**src/rtl/uart_tx_ctrl_if.sv**
```systemverilog
// uart_tx_ctrl_if: byte-write bus and FIFO status between the CPU side (master) and uart_tx_ctrl (slave)
//   wr_data/wr_en: enqueue request; full/empty/count/overflow: FIFO status back to the writer
interface uart_tx_ctrl_if #(
  parameter int DEPTH = 16
);
  localparam int AW = $clog2(DEPTH);
  logic [7:0] wr_data;
  logic wr_en;
  logic full;
  logic empty;
  logic [AW:0] count;
  logic overflow;
  modport master(output wr_data, wr_en, input full, empty, count, overflow);
  modport slave(input wr_data, wr_en, output full, empty, count, overflow);
endinterface

```
**src/rtl/uart_tx_ctrl.sv**
```systemverilog
// uart_tx_ctrl: FIFO-buffered 8N1 UART transmitter with back-to-back frames
//   clk, rst_n (sync, active-low); bus: write port and FIFO status; busy: frame in progress; tx: serial line
module uart_tx_ctrl #(
  parameter int CLK_FREQ = 50_000_000,
  parameter int BAUD = 115200,
  parameter int DEPTH = 16
) (
  input logic clk,
  input logic rst_n,
  uart_tx_ctrl_if.slave bus,
  output logic busy,
  output logic tx
);
  localparam int DIV = CLK_FREQ / BAUD;
  localparam int AW = $clog2(DEPTH);
  localparam int CW = $clog2(DIV);
  typedef enum logic [1:0] {IDLE, START, DATA, STOP} state_t;
  state_t state_q, state_d;
  logic [7:0] mem_q [DEPTH];
  logic [AW-1:0] wr_ptr_q, wr_ptr_d, rd_ptr_q, rd_ptr_d;
  logic [AW:0] count_q, count_d;
  logic [CW-1:0] baud_q, baud_d;
  logic [2:0] bit_q, bit_d;
  logic [7:0] shift_q, shift_d;
  logic tx_q, tx_d, ovf_q, ovf_d;
  logic full, empty, wrap, wr_acc, pop;
  always_comb begin
    full = count_q == (AW+1)'(DEPTH);
    empty = count_q == '0;
    wrap = baud_q == CW'(DIV - 1);
    wr_acc = bus.wr_en && !full;
    // a pop happens on leaving IDLE or at the end of a stop bit, so frames chain with no gap
    pop = !empty && (state_q == IDLE || (state_q == STOP && wrap));
    wr_ptr_d = wr_acc ? wr_ptr_q + 1'b1 : wr_ptr_q;
    rd_ptr_d = pop ? rd_ptr_q + 1'b1 : rd_ptr_q;
    count_d = count_q + (AW+1)'(wr_acc) - (AW+1)'(pop);
    ovf_d = bus.wr_en && full;
    baud_d = (state_q == IDLE || wrap) ? '0 : baud_q + 1'b1;
    state_d = state_q;
    bit_d = bit_q;
    shift_d = shift_q;
    case (state_q)
      IDLE: state_d = pop ? START : IDLE;
      START: if (wrap) begin
        state_d = DATA;
        bit_d = '0;
      end
      DATA: if (wrap) begin
        shift_d = {1'b0, shift_q[7:1]};
        bit_d = bit_q + 1'b1;
        state_d = bit_q == 3'd7 ? STOP : DATA;
      end
      default: if (wrap) state_d = pop ? START : IDLE;
    endcase
    if (pop) shift_d = mem_q[rd_ptr_q];
    // tx is registered from the next state so it only moves on bit boundaries
    tx_d = state_d == START ? 1'b0 : state_d == DATA ? shift_d[0] : 1'b1;
  end
  always_ff @(posedge clk) if (wr_acc) mem_q[wr_ptr_q] <= bus.wr_data;
  always_ff @(posedge clk) begin
    if (!rst_n) begin
      state_q <= IDLE;
      wr_ptr_q <= '0;
      rd_ptr_q <= '0;
      count_q <= '0;
      baud_q <= '0;
      bit_q <= '0;
      shift_q <= '0;
      tx_q <= 1'b1;
      ovf_q <= 1'b0;
    end else begin
      state_q <= state_d;
      wr_ptr_q <= wr_ptr_d;
      rd_ptr_q <= rd_ptr_d;
      count_q <= count_d;
      baud_q <= baud_d;
      bit_q <= bit_d;
      shift_q <= shift_d;
      tx_q <= tx_d;
      ovf_q <= ovf_d;
    end
  end
  assign bus.full = full;
  assign bus.empty = empty;
  assign bus.count = count_q;
  assign bus.overflow = ovf_q;
  assign busy = state_q != IDLE;
  assign tx = tx_q;
endmodule

```
**src/flat_wrapper.sv**
```systemverilog
// flat-port wrapper written by rule: the top's interface ports become plain ports
module uart_tx_ctrl_flat 
#(
  parameter int CLK_FREQ = 50_000_000,
  parameter int BAUD = 115200,
  parameter int DEPTH = 16
)
  (clk, rst_n, busy, tx, bus_wr_data, bus_wr_en, bus_full, bus_empty, bus_count, bus_overflow);
  uart_tx_ctrl_if #(.DEPTH(DEPTH)) bus_i ();
  input logic clk;
  input logic rst_n;
  output logic busy;
  output logic tx;
  input wire logic [$bits(bus_i.wr_data)-1:0] bus_wr_data;
  input wire logic [$bits(bus_i.wr_en)-1:0] bus_wr_en;
  output wire logic [$bits(bus_i.full)-1:0] bus_full;
  output wire logic [$bits(bus_i.empty)-1:0] bus_empty;
  output wire logic [$bits(bus_i.count)-1:0] bus_count;
  output wire logic [$bits(bus_i.overflow)-1:0] bus_overflow;
  assign bus_i.wr_data = bus_wr_data;
  assign bus_i.wr_en = bus_wr_en;
  assign bus_full = bus_i.full;
  assign bus_empty = bus_i.empty;
  assign bus_count = bus_i.count;
  assign bus_overflow = bus_i.overflow;
  uart_tx_ctrl #(.CLK_FREQ(CLK_FREQ), .BAUD(BAUD), .DEPTH(DEPTH)) u_core (.clk(clk), .rst_n(rst_n), .bus(bus_i), .busy(busy), .tx(tx));
endmodule
```
**config.mk**
```make
export PLATFORM = sky130hd
export DESIGN_NAME = uart_tx_ctrl_flat
export DESIGN_NICKNAME = d
export VERILOG_FILES = /design/src/rtl/uart_tx_ctrl_if.sv /design/src/rtl/uart_tx_ctrl.sv /design/src/flat_wrapper.sv
export SDC_FILE = /design/constraint.sdc
export NUM_CORES = 1
export LEC_CHECK = 0
export BUFFER_PORTS_ARGS = -buffer_cell sky130_fd_sc_hd__buf_2
export CORE_MARGIN = 2
export CORE_UTILIZATION = 40
export DETAILED_ROUTE_END_ITERATION = 8
export SLEW_MARGIN = 20
export SYNTH_ARGS = -nofsm -noshare
export SYNTH_HDL_FRONTEND = slang
export SYNTH_SLANG_ARGS = --single-unit
```
**constraint.sdc**
```tcl
create_clock -name clk -period 3 [get_ports clk]
set_clock_uncertainty 0.1 [all_clocks]
set_input_delay 0.3 -clock clk [delete_from_list [all_inputs] [get_ports clk]]
set_output_delay 0.3 -clock clk [all_outputs]
set_load 0.03 [all_outputs]
```
==> flow_metrics.py <==
metrics = {
    "worst_setup_path": {
        "crit_chain": "ha_1, and4b_1, a31oi_4, or3_1, nand2_1, ha_1, inv_1, fa_1, inv_1, a21oi_1, nor2_1, or3_1, a21oi_1",
        "worstPathRequired_ps": 3180,
        "crit_path_max_incr_delay_ps": 400,
        "start_kind": "register",
        "crit_arrival_ps": 2910,
        "rrSetupSlack_ps": 270,
        "critPathTopFamily": "simple AND/OR/NAND/NOR gates",
        "r2r_end": "u_core.bus.count[4]$_SDFF_PN0_",
        "cp-end-kind": "register",
        "rr_worst_depth": 13,
        "criticalPathCategory": "reg -> reg",
        "reg2reg_from": "u_core.baud_q[0]$_SDFF_PP0_",
        "critical_path.max_fanout": 7,
        "crit_start": "u_core.baud_q[0]$_SDFF_PP0_",
        "critPathSlowestCell": "fa_1",
        "endpoint": "u_core.bus.count[4]$_SDFF_PN0_",
        "worst-path-stages": 13,
        "crit_buf_inv": 2,
    },
    "layout": {
        "drive_gt1_share_pct": 25.4,
        "final_util_pct": 47.7,
        "area_delta_synth_final_pct": 16.0,
        "diodes": 0,
        "final_area_um2": 7970,
        "fin_nets": 497,
    },
    "synthesis": {
        "syn_area_per_cell_um2": 16.4,
        "ys_seq_area_share_pct": 67.9,
        "synth-compound-area-share_pct": 3.13,
        "synth-seq-cells": 169,
        "synthMostInstantiatedCell": "edfxtp_1",
        "synth_mux_area_share_pct": 13.8,
        "synth_cells": 420,
        "ys_warn_count": 0,
        "synthesis.nets": 450,
        "synth_xor_area_share_pct": 1.79,
        "synth_top_area_cell": "edfxtp_1",
        "synth_adder_area_share_pct": 3.57,
        "synth_edf_count": 128,
        "yosys_most_used_dff": "edfxtp_1",
        "syn_area_um2": 6870,
        "ys_types": 40,
        "synthTopCellsByCount": "edfxtp_1, nor2_1, dfxtp_1",
        "synth_top_family_by_area": "multiplexers",
        "synthDominantCellAreaShare_pct": 56.0,
        "synth_area_leaders": "edfxtp_1, mux4_2, dfxtp_1",
        "synth-simple-area-share_pct": 7.36,
        "synthArstFlopShare_pct": 0,
    },
    "power": {
        "p_sw_uw": 1970,
        "p_seq_share_pct": 41.8,
        "pwr-share-comb_pct": 24.9,
        "peakVddDrop_mv": 0.493,
        "cellLeakagePower_uw": 0.00272,
        "p_sw_share_pct": 29.4,
        "powerDensity_nw_per_um2": 840,
        "p_int_uw": 4720,
        "clkPwrFrac_pct": 33.3,
    },
    "global_routing": {
        "track_usage_pct": 16.4,
        "grt_max_degree": 33,
        "overflow": 0,
        "grt_pass1_vias": 3716,
        "grt_pass1_wl_um": 21200,
        "grt_antenna_before_repair": 0,
    },
    "run": {
        "max_cap_viol_count": 0,
    },
    "clocking": {
        "clock_latency_ps": 440,
        "clock_path_buffers": 2,
        "cts.sinks": 169,
        "cts.htree.levels": 4,
        "numCtsBuffers": 17,
        "post-cts-setup-buffers": 0,
        "clk_pin_slew_ps": 60,
        "root_buffer": "clkbuf_16",
        "cts_tree": "built",
    },
    "timing": {
        "maxSlewHeadroom_pct": 41.2,
        "fin_tns_setup_ps": 0,
        "post-route-min-period_ps": 2730,
        "min_period_over_period_pct": 91.0,
        "hold_viol": 0,
        "rsz0062_at_grt": "false",
        "worst_slack_ps": 270,
        "setup_viol": 0,
        "tightest_slew_ps": 881,
        "slew_violations": 0,
        "max_clock_freq_mhz": 366,
    },
    "placed_design": {
        "placed_area_um2": 7340,
        "post-place-ws_ps": 244,
        "hpwl_um": 8670,
        "port_buffers": 20,
        "gp_congestion": 0.777,
    },
    "floorplanning": {
        "fp.dieW_um": 135,
        "ios": 21,
        "core-area_um2": 16700,
        "rows": 47,
        "die_area_um2": 18200,
        "chipHeight_um": 135,
        "initial_core_util_pct": 41.1,
    },
    "hold_path": {
        "hold_class": "in -> reg",
    },
    "routing": {
        "drc": 0,
        "dr.pass1.iters": 5,
        "final_antenna_net_count": 0,
        "totalWireLength_um": 13600,
        "wire_per_inst_um": 19.4,
        "vias_per_cell": 5.27,
        "route.vias.total": 3688,
        "drt_iter0_drc": 274,
    },
    "run_status": {
        "status": "completed",
    },
}
## worst register-to-register path, cell delays in order, from the launching register on
cell     delay, ps
dfxtp_1        370
ha_1           160
and4b_1        370
a31oi_4        140
or3_1          360
nand2_1         80
ha_1           150
inv_1           50
fa_1           400
inv_1           70
a21oi_1         50
nor2_1         100
or3_1          120
a21oi_1         60
## registers in the layout, indices dropped and copies added (netlist names), named ones only
signal,cells
u_core.mem_q,128
u_core.bit_q,3
u_core.bus.count,5
u_core.wr_ptr_q,4
u_core.rd_ptr_q,4
u_core.baud_q,9
u_core.shift_q,8
u_core.bus.overflow,1
u_core.state_q,2
u_core.tx,1
## timing repair
action	CTS	global route
resized for setup	0	1
setup endpoints to repair	0	1
hold buffers	1	0
endpoints found under the hold margin	1	0
## logic make-up after synthesis
kind of cell,after synthesis
flops,169
mux,46
fa+ha+maj,19
buf+inv,33
simple gates,108
xor+xnor,14
compound gates,31
## power by group through the flow
| stage | combinational [uW] | clock [uW] | sequential, uW |
|---|---|---|---|
| 6_report | 1660 | 2230 | 2800 |
| 5_1_grt | 1840 | 2370 | 2820 |
| 4_1_cts | 1690 | 2270 | 2800 |
| 3_5_place_dp | 1680 | 0 | 2850 |
| 3_3_place_gp | 1670 | 0 | 2840 |
| 2_1_floorplan | 1270 | 0 | 2890 |
## layer usage
metal	share of wire [%]	vias up	GRT usage, %
li1	-	1707	-
met1	43	1869	20.8
met2	50	91	26.9
met3	5.4	21	4.69
met4	2.1	0	6.08
met5	0	-	0
## per-stage QoR
stage	instances	total power [uW]	hold WS (ps)
finish	700	6690	58.1
CTS	700	6760	43.4
floorplan	420	4160	299
detailed placement	667	4530	357
global placement	667	4510	343
global route	700	7030	76.4
## placed cells by master, fill, tap and decap left out, types with 7 or more instances in the layout
cell type and count:
dfxtp_1 40, buf_2 20, nand3_1 7, mux4_2 39
a21oi_1 12, xor2_1 8, ha_1 18, nor2_1 45
clkbuf_16 17, buf_4 24, nand2_1 27, edfxtp_1 128
inv_1 14
## area by class of cell
type,count,area [um2]
flip-flops and latches,169,4670
fillers,1454,8740
well taps,220,275
clock buffers,17,425
multi-input cells,218,2040
repair buffers,46,310
clock inverters,15,188
inverters,15,56.3
## worst min path at each step
| stage | startpoint | endpoint | slack [ps] | cells past startpoint |
|---|---|---|---|---|
| 2_1_floorplan | bus_wr_data[0] | u_core.mem_q[0][0]$_DFFE_PP_ | 300 | 0 |
| 3_3_place_gp | u_core.baud_q[0]$_SDFF_PP0_ | u_core.baud_q[0]$_SDFF_PP0_ | 340 | 1 |
| 3_5_place_dp | u_core.baud_q[0]$_SDFF_PP0_ | u_core.baud_q[0]$_SDFF_PP0_ | 360 | 1 |
| 4_1_cts | rst_n | u_core.bus.count[0]$_SDFF_PN0_ | 40 | 2 |
| 5_1_grt | rst_n | u_core.bus.count[0]$_SDFF_PN0_ | 80 | 2 |
| 6_report | rst_n | u_core.bus.count[0]$_SDFF_PN0_ | 60 | 2 |
No activity file was read; power rests on OpenSTA's default activity.
